--- config.mk ---
export PLATFORM = sky130hd
export DESIGN_NAME = uart_rx
export DESIGN_NICKNAME = d
export VERILOG_FILES = /design/src/rtl/uart_pkg.sv /design/src/rtl/uart_rx_sync.sv /design/src/rtl/uart_rx.sv
export SDC_FILE = /design/constraint.sdc
export NUM_CORES = 1
export LEC_CHECK = 0
export CAP_MARGIN = 5
export CORE_MARGIN = 2
export CORE_UTILIZATION = 54
export DETAILED_ROUTE_END_ITERATION = 12
export GPL_TIMING_DRIVEN = 0
export PLACE_DENSITY = 0.73
export SLEW_MARGIN = 10
export SYNTH_ARGS = -nofsm -noshare
export SYNTH_HDL_FRONTEND = slang
export SYNTH_SLANG_ARGS = --single-unit
--- constraint.sdc ---
create_clock -name clk -period 1.75 [get_ports clk]
set_clock_uncertainty 0.05 [all_clocks]
set_input_delay 0.2625 -clock clk [delete_from_list [all_inputs] [get_ports clk]]
set_output_delay 0.2625 -clock clk [all_outputs]
set_load 0.1 [all_outputs]
--- src/rtl/uart_pkg.sv ---
// Shared types and constants for the 8-E-1 UART receiver.
// Holds the FSM state enum and the even-parity helper.
package uart_pkg;

  typedef enum logic [2:0] {
    IDLE,
    START,
    DATA,
    PARITY,
    STOP
  } rx_state_e;

  localparam int   DATA_BITS  = 8;
  localparam logic STOP_LEVEL = 1'b1;

  function automatic logic even_par(
    input logic [DATA_BITS-1:0] d
  );
    return ^d;
  endfunction

endpackage

--- src/rtl/uart_rx_sync.sv ---
// Two-flop synchroniser for the raw RX pin, reset to idle-high.
// Only built when UART_RX_INPUT_SYNC_EN is defined.
`ifdef UART_RX_INPUT_SYNC_EN
module uart_rx_sync (
  input  logic clk_i,
  input  logic reset_i,
  input  logic d_i,
  output logic q_o
);

  logic [1:0] sync_q;
  logic [1:0] sync_d;

  assign sync_d = {sync_q[0], d_i};
  assign q_o    = sync_q[1];

  // Shift the pin through two flops; idle level after reset.
  always_ff @(posedge clk_i) begin
    if (reset_i) begin
      sync_q <= 2'b11;
    end else begin
      sync_q <= sync_d;
    end
  end

endmodule
`endif

--- src/rtl/uart_rx.sv ---
// 8-E-1 UART receiver with parity and stop/framing flags.
// UART_RX_INPUT_SYNC_EN adds a 2-flop input synchroniser.
module uart_rx
  import uart_pkg::*;
#(
  parameter int CLKS_PER_BIT  = 1,
  parameter int SAMPLE_OFFSET = CLKS_PER_BIT / 2
) (
  input  logic       clk,
  input  logic       reset,
  input  logic       rx_data_in,
  output logic [7:0] rx_data_out,
  output logic       parity_error,
  output logic       stop_error
);

  localparam int BAUD_W =
    (CLKS_PER_BIT > 1) ? $clog2(CLKS_PER_BIT + 1) : 1;

  // Reload values: the counter counts down to the next sample.
  localparam logic [BAUD_W-1:0] BAUD_LAST =
    BAUD_W'(CLKS_PER_BIT - 1);
  localparam logic [BAUD_W-1:0] OFF_LAST =
    BAUD_W'((SAMPLE_OFFSET > 0) ? SAMPLE_OFFSET - 1 : 0);
  localparam logic [3:0] LAST_BIT = 4'(DATA_BITS - 1);

  logic rx_s;

`ifdef UART_RX_INPUT_SYNC_EN
  uart_rx_sync u_sync (
    .clk_i   (clk),
    .reset_i (reset),
    .d_i     (rx_data_in),
    .q_o     (rx_s)
  );
`else
  assign rx_s = rx_data_in;
`endif

  rx_state_e             state_q, state_d;
  logic [BAUD_W-1:0]     baud_q, baud_d;
  logic [3:0]            bit_q, bit_d;
  logic [DATA_BITS-1:0]  shift_q, shift_d;
  logic                  par_q, par_d;
  logic                  armed_q, armed_d;
  logic [DATA_BITS-1:0]  data_q, data_d;
  logic                  perr_q, perr_d;
  logic                  serr_q, serr_d;
  logic                  sample;

  assign sample       = (baud_q == '0);
  assign rx_data_out  = data_q;
  assign parity_error = perr_q;
  assign stop_error   = serr_q;

  // State and datapath registers.
  always_ff @(posedge clk) begin
    if (reset) begin
      state_q <= IDLE;
      baud_q  <= '0;
      bit_q   <= '0;
      shift_q <= '0;
      par_q   <= 1'b0;
      armed_q <= 1'b1;
      data_q  <= '0;
      perr_q  <= 1'b0;
      serr_q  <= 1'b0;
    end else begin
      state_q <= state_d;
      baud_q  <= baud_d;
      bit_q   <= bit_d;
      shift_q <= shift_d;
      par_q   <= par_d;
      armed_q <= armed_d;
      data_q  <= data_d;
      perr_q  <= perr_d;
      serr_q  <= serr_d;
    end
  end

  // Next-state: advance one phase per sample point.
  always_comb begin
    state_d = state_q;
    unique case (state_q)
      IDLE: begin
        if (armed_q && !rx_s) begin
          state_d = (SAMPLE_OFFSET == 0) ? DATA : START;
        end
      end
      START: begin
        if (sample) begin
          state_d = rx_s ? IDLE : DATA;
        end
      end
      DATA: begin
        if (sample && bit_q == LAST_BIT) begin
          state_d = PARITY;
        end
      end
      PARITY: begin
        if (sample) begin
          state_d = STOP;
        end
      end
      STOP: begin
        if (sample) begin
          state_d = IDLE;
        end
      end
      default: state_d = IDLE;
    endcase
  end

  // Datapath: counters, shift register, completion registers.
  always_comb begin
    baud_d  = baud_q;
    bit_d   = bit_q;
    shift_d = shift_q;
    par_d   = par_q;
    armed_d = armed_q;
    data_d  = data_q;
    perr_d  = perr_q;
    serr_d  = serr_q;
    if (!sample) begin
      baud_d = baud_q - 1'b1;
    end
    unique case (state_q)
      IDLE: begin
        baud_d = '0;
        bit_d  = '0;
        if (rx_s) begin
          armed_d = 1'b1;
        end else if (armed_q) begin
          baud_d = (SAMPLE_OFFSET == 0) ? BAUD_LAST : OFF_LAST;
        end
      end
      START: begin
        if (sample) begin
          baud_d = rx_s ? '0 : BAUD_LAST;
        end
      end
      DATA: begin
        if (sample) begin
          shift_d = {rx_s, shift_q[DATA_BITS-1:1]};
          bit_d   = bit_q + 4'd1;
          baud_d  = BAUD_LAST;
        end
      end
      PARITY: begin
        if (sample) begin
          par_d  = rx_s;
          baud_d = BAUD_LAST;
        end
      end
      STOP: begin
        if (sample) begin
          data_d  = shift_q;
          perr_d  = even_par(shift_q) ^ par_q;
          serr_d  = (rx_s != STOP_LEVEL);
          // A low stop bit may be a break: wait for high first.
          armed_d = (rx_s == STOP_LEVEL);
          baud_d  = '0;
          bit_d   = '0;
        end
      end
      default: begin
        baud_d = '0;
        bit_d  = '0;
      end
    endcase
  end

endmodule

; ---- Yosys cells after proc, flatten, opt, wreduce, memory -nomap -nowiden
; Cells that the tools add are included.
[totals]
output_inout_bits = 10
inputBits = 3
ff_bits = 28
[op_classes]
bitwise_logic = 5
n_addsub = 2
mux = 13
eq_ne = 12
reduce_logical = 15
[ops]
columns = op, count
row1 = $mux 3, 5
row2 = $pmux 3 s5, 1
row3 = $ne 2x2->1 const B, 7
row4 = $pmux 4 s3, 1
row5 = $mux 4, 2
row6 = $reduce_xor 8->1, 1
row7 = $eq 3x2->1 const B, 2
row8 = $reduce_and 2->1, 3
row9 = $reduce_and 3->1, 2
row10 = $reduce_and 5->1, 1
row11 = $add 4x1->4 const B, 1
row12 = $eq 4x3->1 const B, 1
row13 = $not 1->1, 4
row14 = $reduce_or 4->1, 1
row15 = $eq 3x1->1 const B, 1
row16 = $eq 3x3->1 const B, 1
row17 = $logic_not 3->1, 1
row18 = $reduce_or 3->1, 1
row19 = $logic_and 1x1->1, 2
row20 = $mux 1, 2
row21 = $mux 2, 1
row22 = $pmux 1 s2, 1
row23 = $reduce_bool 2->1, 1
row24 = $reduce_or 2->1, 1
row25 = 3 further kinds, 3

; ---- Longest topological paths before layout
; Gate-level depths: netlist of the first run.
[logic_depth]
word_depth = 4
mapped_depth = 5

; ---- Worst setup path after synthesis of the first run
; OpenSTA, ideal clock, no wires.
[synth_path]
path_kind = register to register
from = register state_q[1]
to = register perr_q (netlist: parity_error)
t_arrival_ps = 1249
setup_slack_ps = 324
setup_time_ps = 127
path_stages_with_launch = 6
cell_sequence = dfxtp_1 buf_6 or4b_4 buf_6 nand3b_1 o211ai_2
[synth_via]
elab_chain_len = 2
[synth_lines]
columns = element, line_no
row1 = "start, declared", uart_rx.sv:40  ; rx_state_e state_q, state_d;
row2 = "start signal, assigned", uart_rx.sv:69  ; state_q <= state_d;
row3 = $eq 3x3->1, uart_rx.sv:127  ; unique case (state_q)
row4 = $reduce_and 2->1 (no line), -
row5 = "end signal, assigned", uart_rx.sv:76  ; perr_q <= perr_d;
row6 = "end, declared", uart_rx.sv:47  ; logic perr_q, perr_d;
; Every way passes these cells.
; A chain may end at the register's enable or synchronous reset.

; ---- Worst setup path after layout of the first run
[layout_path]
from = register data_q[5] (netlist: rx_data_out[5])
to = output rx_data_out[5]
[layout_rtl]
columns = element, line_no
row1 = "start, declared", uart_rx.sv:46  ; logic [DATA_BITS-1:0] data_q, data_d;
row2 = "start signal, assigned", uart_rx.sv:75  ; data_q <= data_d;
row3 = "end, declared", uart_rx.sv:12  ; output logic [7:0] rx_data_out,
; No word-level cell between the ends.

==> flow_summary.ini, run 1 <==
[run_status]
outcome = finished clean

[clock_tree]
root_buffer = clkbuf_4
cts_htree_levels = 1
cts_inserted_buffers = 3
clock_latency_ns = 0.33
ctsHoldBuffers = 0
cts_tree = done
clk_pin_slew_ns = 0.16
cts_max_path_buffers = 2
clkSinkCount = 28

[die]
num_rows = 17
effective_utilization_at_floorplan_pct = 56.8
die-height_um = 52.2
die_width_um = 52.2
floorplan.io_pins = 13
design.die.area_sq_um = 2730
core_area_sq_um = 2210

[sta]
finalCritPeriodShare_pct = 88.8
period_needed_ns = 1.55
fmax_ghz = 0.644
relSlewSlack_pct = 63.5
grt_setup_unrepaired = false
timing.final.max_slew_violations = 0
slew_worst_pin_ns = 0.546
postLayoutSetupSlackWorst_ns = 0.196
hold_violations = 0
final_setup_fails = 0

[route]
drtAntennaViolNets = 0
drt_pass1_iterations = 4
detailroute.via_count = 1010
vias_per_instance = 5.34
wire_length_after_detailed_routing_um = 2480
drt-wirelength-per-cell_um = 13.1
dr.first_iter.drc_count = 13
drc = 0

[critical_path]
crit_path_leading_delay_family = buffers and inverters
crit_type = register to output port
cp_cell_sequence = clkdlybuf4s15_2
cp-start-kind = register
critical_path.endpoint_type = output port
crit_path_max_incr_delay_ns = 0.56
cp.buffers_inverters = 1
worst_path_max_delay_cell = clkdlybuf4s15_2
worst-path-max-fanout = 2
required_time_of_the_critical_path_ns = 1.44
critical_path_arrival_ns = 1.24

[global_routing]
global_route_wire_length_before_repair_um = 4200
antenna_found_initial = 0
track_usage_pct = 21.0
grt_start_max_net_pins = 17
global_route_total_overflow = 0
grt_pass1_vias = 925

[pwr]
p_leak_nw = 0.528
irDropWorstVdd_mv = 0.481
totalPowerFinal_w = 0.00116
power.density_cell_area_nw_per_um2 = 794

[yosys]
synth_most_common_cell = nand2_1
ys_seq_elements = 28
synth_flop_type = dfxtp_1
yosys-top-cells-count = 38 x nand2_1, 28 x dfxtp_1, 19 x a21oi_1
yosysWarnings = 0
synth_largest_area_cell = dfxtp_1
synth_area_per_cell_sq_um = 8.60
synth_top_cell_area_share_pct = 44.6
syn-num-nets = 150
synth_seq_area_share_pct = 44.6
synth.lib_cells_used.distinct = 34
post_synth_main_area_contributors = dfxtp_1 45%, nand2_1 11%, a21oi_1 7.6%, xor2_1 3.5%, nor2_1 3.3%
async_set_reset_flop_share_out_of_synthesis_pct = 0
synth_edf_count = 0
synth_area_sq_um = 1260
synthesis.instances = 146

[flow_run]
timing.max_cap.violations = 0

[cells_and_area]
nNetsFinal = 166
drive_gt1_share_pct = 14.9
antenna_cells = 0
areaGrowthSynthToFinish_pct = 16.7
final.fill_count = 191
utilization_pct = 66.3

[placed_design]
detailedPlace.worstSlack_ns = -0.00528
place.gp.congestion = 0.872
port-buffer-count = 11
detailed_place_hpwl_um = 1800

[worst_hold_path]
min_path_type = input pin to register
state kept, by name (all words and copies together) (netlist names):
name	flops
armed_q	1
baud_q	1
bit_q	4
par_q	1
parity_error	1
rx_data_out	8
shift_q	8
state_q	3
stop_error	1
worst register-to-register path: cells and delay by family (launching register included):
family,cells,cell delay (ns)
compound gates,1,0.08
buf+inv,2,0.30
flops,1,0.36
simple gates,2,0.62
area by class of cell:
cell class	instances	area, sq um	share of cell area (%)
multi-input combinational	110	647	44.1
sequential	28	561	38.2
timing repair buffer	11	123	8.36
buffer	8	48.8	3.33
tap	28	35.0	2.39
clock inverter	1	30.0	2.05
clock buffer	3	22.5	1.54
cells in the final DEF, fill, tap and decap left out, types with 2 or more instances in the layout:
cell,count
a21oi_1,19
xnor2_1,3
nand2b_1,4
nand3b_1,2
buf_6,2
nand2_1,38
clkbuf_4,3
dfxtp_1,28
clkdlybuf4s15_2,10
nor2_1,11
buf_2,3
o211ai_1,2
xor2_1,5
o21ai_0,3
clkbuf_1,3
mux2i_1,3
through the flow:
step	instances	area, sq um	setup TNS [ns]	hold slack, ns
after global placement	185	1400	-0.00263	0.392
after CTS	189	1470	0	0.257
after detailed placement	185	1400	-0.0127	0.396
after global routing	189	1470	0	0.274
after floorplan	146	1260	0	0.308
final	189	1470	0	0.251
report_power, final:
group	internal, W	leakage [nW]	switching [W]	total (W)
sequential	0.000646	0.226	0.00000653	0.000652
clock	0.000232	0.0279	0.000197	0.000429
combinational	0.0000313	0.274	0.0000517	0.0000830
logic make-up (layout without fill, tap and decap cells):
family	count (synthesis)	after routing	share of synthesized area (%)
flip-flops	28	28	44.6
AO/OA/AOI/OAI	31	31	14.7
buffers and inverters	8	23	3.88
other	1	1	0.299
XOR/XNOR	9	9	7.37
AND/OR/NAND/NOR	65	65	25.7
multiplexers	3	3	2.39
adder cells (fa/ha/maj)	1	1	0.996
layer usage:
metal	GRT usage, %	vias up	routed length [um]	part of all wire (%)
met4	8.97	0	25	1.0
met2	31.6	17	1120	45
met1	30.1	473	1250	50
met3	2.57	4	87	3.5
li1	-	516	-	-
met5	0	-	0	0
worst paths after layout:
kind	startpoint	end	slack [ns]	cells after the start
setup reg to reg	state_q[1]$_SDFFE_PP0P_	parity_error$_SDFFE_PP0P_	0.24	5
setup / recovery	rx_data_out[5]$_SDFFE_PP0P_	rx_data_out[5]	0.20	1
hold reg to reg	rx_data_out[4]$_SDFFE_PP0P_	rx_data_out[4]$_SDFFE_PP0P_	0.41	2
hold / removal	reset	armed_q$_SDFFE_PP1P_	0.25	2
timing repair:
item	in CTS	in global routing
endpoints found under the setup margin	10	0
buffers inserted	0	0
resized for setup	30	0
No activity file was read; power rests on OpenSTA's default activity.
==> run 2: changes to the inputs <==
--- a/config.mk
+++ b/config.mk
@@ -10,7 +10,7 @@
 export CORE_UTILIZATION = 54
 export DETAILED_ROUTE_END_ITERATION = 12
 export GPL_TIMING_DRIVEN = 0
-export PLACE_DENSITY = 0.73
+export PLACE_DENSITY = 0.76
 export SLEW_MARGIN = 10
 export SYNTH_ARGS = -nofsm -noshare
 export SYNTH_HDL_FRONTEND = slang
==> flow_summary.ini, run 2 (synthesis results as in run 1) <==
[route]
vias_per_instance = 5.48
drc = 0
drtAntennaViolNets = 0
detailroute.via_count = 1036
drt-wirelength-per-cell_um = 12.4
wire_length_after_detailed_routing_um = 2350
dr.first_iter.drc_count = 20
drt_pass1_iterations = 4

[critical_path]
timing.rr.start = state_q[0]$_SDFFE_PP0P_
critical_path_arrival_ns = 1.28
required_time_of_the_critical_path_ns = 1.44
crit_path_max_incr_delay_ns = 0.58
cp-start-kind = register
crit_path_leading_delay_family = buffers and inverters
critical_path.endpoint_type = output port
regToRegSetupSlack_ns = 0.25
worst-path-max-fanout = 2
cp_cell_sequence = clkdlybuf4s15_2
r2r.worst_path.cells = 4
crit-reg2reg-capture = stop_error$_SDFFE_PP0P_
worst_path_max_delay_cell = clkdlybuf4s15_2
crit_type = register to output port
cp_num_cells = 1
crit_startpoint = rx_data_out[3]$_SDFFE_PP0P_
cp.buffers_inverters = 1

[cells_and_area]
mostFrequentLayoutCells = 38 x nand2_1, 28 x dfxtp_1, 19 x a21oi_1
layout.cells.most_common = nand2_1
areaGrowthSynthToFinish_pct = 16.7
drive_gt1_share_pct = 14.9
nNetsFinal = 166
utilization_pct = 66.3
antenna_cells = 0
summed_area_of_non_filler_cells_in_the_final_layout_sq_um = 1470
sequential_cell_area_sq_um = 561
final.fill_count = 188
multi_input_area_sq_um = 647

[sta]
relSlewSlack_pct = 62.7
postLayoutSetupSlackWorst_ns = 0.153
fmax_ghz = 0.626
timing.final.max_slew_violations = 0
finalCritPeriodShare_pct = 91.3
slew_worst_pin_ns = 0.562
grt_setup_unrepaired = false
final.hold.worst_slack_ns = 0.298
hold_violations = 0
setup_tns_ns = 0
period_needed_ns = 1.60
final_setup_fails = 0

[clock_tree]
clk_pin_slew_ns = 0.15
post_cts.resized_instances = 30
cts_max_path_buffers = 2
cts_tree = done
post_cts_buffers = 0
root_buffer = clkbuf_4
ctsHoldBuffers = 0
clock_latency_ns = 0.33
cts_inserted_buffers = 3
cts_htree_levels = 1
clkSinkCount = 28

[pwr]
irDropWorstVdd_mv = 0.484
p_leak_nw = 0.528
power.density_cell_area_nw_per_um2 = 790

[worst_hold_path]
whs_path_depth = 2
hp-start = reset
min_path_type = input pin to register
hold_path_end = armed_q$_SDFFE_PP1P_

[die]
floorplan.io_pins = 13
num_rows = 17
core_area_sq_um = 2210
die-height_um = 52.2
die_width_um = 52.2
effective_utilization_at_floorplan_pct = 56.8
design.die.area_sq_um = 2730

[global_routing]
global_route_wire_length_before_repair_um = 4000
antenna_found_initial = 0
grt_pass1_vias = 904
grt_start_max_net_pins = 17
global_route_total_overflow = 0
track_usage_pct = 19.8

[placed_design]
placed_instance_area_sq_um = 1400
place.gp.congestion = 0.863
detailedPlace.worstSlack_ns = -0.0456
port-buffer-count = 11
detailed_place_hpwl_um = 1720

[run_status]
outcome = finished clean

[flow_run]
timing.max_cap.violations = 0
## run 2: cell counts in the layout (fill, tap and decap cells not counted)
No cell type changed its count.
## run 2: layout make-up
cell class,instances,share of cell area [%]
repair buffers,11,8.36
plain buffers,8,3.33
flip-flops and latches,28,38.2
clock inverters,1,2.05
well taps,28,2.39
multi-input cells,110,44.1
clock buffers,3,1.54
## run 2: metal layers
layer  up-vias  GRT usage [%]  wire length, um
met5         -              0                0
met2        28           29.3             1010
met3         6           2.57               84
li1        518              -                -
met4         0           10.3               57
met1       484           28.0             1200
## run 2: worst max path at each step
stage	endpoint
floorplan	parity_error$_SDFFE_PP0P_
global placement	rx_data_out[1]
detailed placement	rx_data_out[3]
CTS	rx_data_out[3]
global route	rx_data_out[3]
finish	rx_data_out[3]
## run 2: per-stage QoR
step | cells | power, W
floorplan | 146 | 0.000727
global route | 189 | 0.00121
global placement | 185 | 0.000744
detailed placement | 185 | 0.000746
finish | 189 | 0.00116
CTS | 189 | 0.00117
## run 2: where the power goes
group | switching, W | leakage (nW) | internal (W)
sequential | 0.00000580 | 0.226 | 0.000646
combinational | 0.0000505 | 0.274 | 0.0000313
clock | 0.000193 | 0.0279 | 0.000232
total | 0.000250 | 0.528 | 0.000909
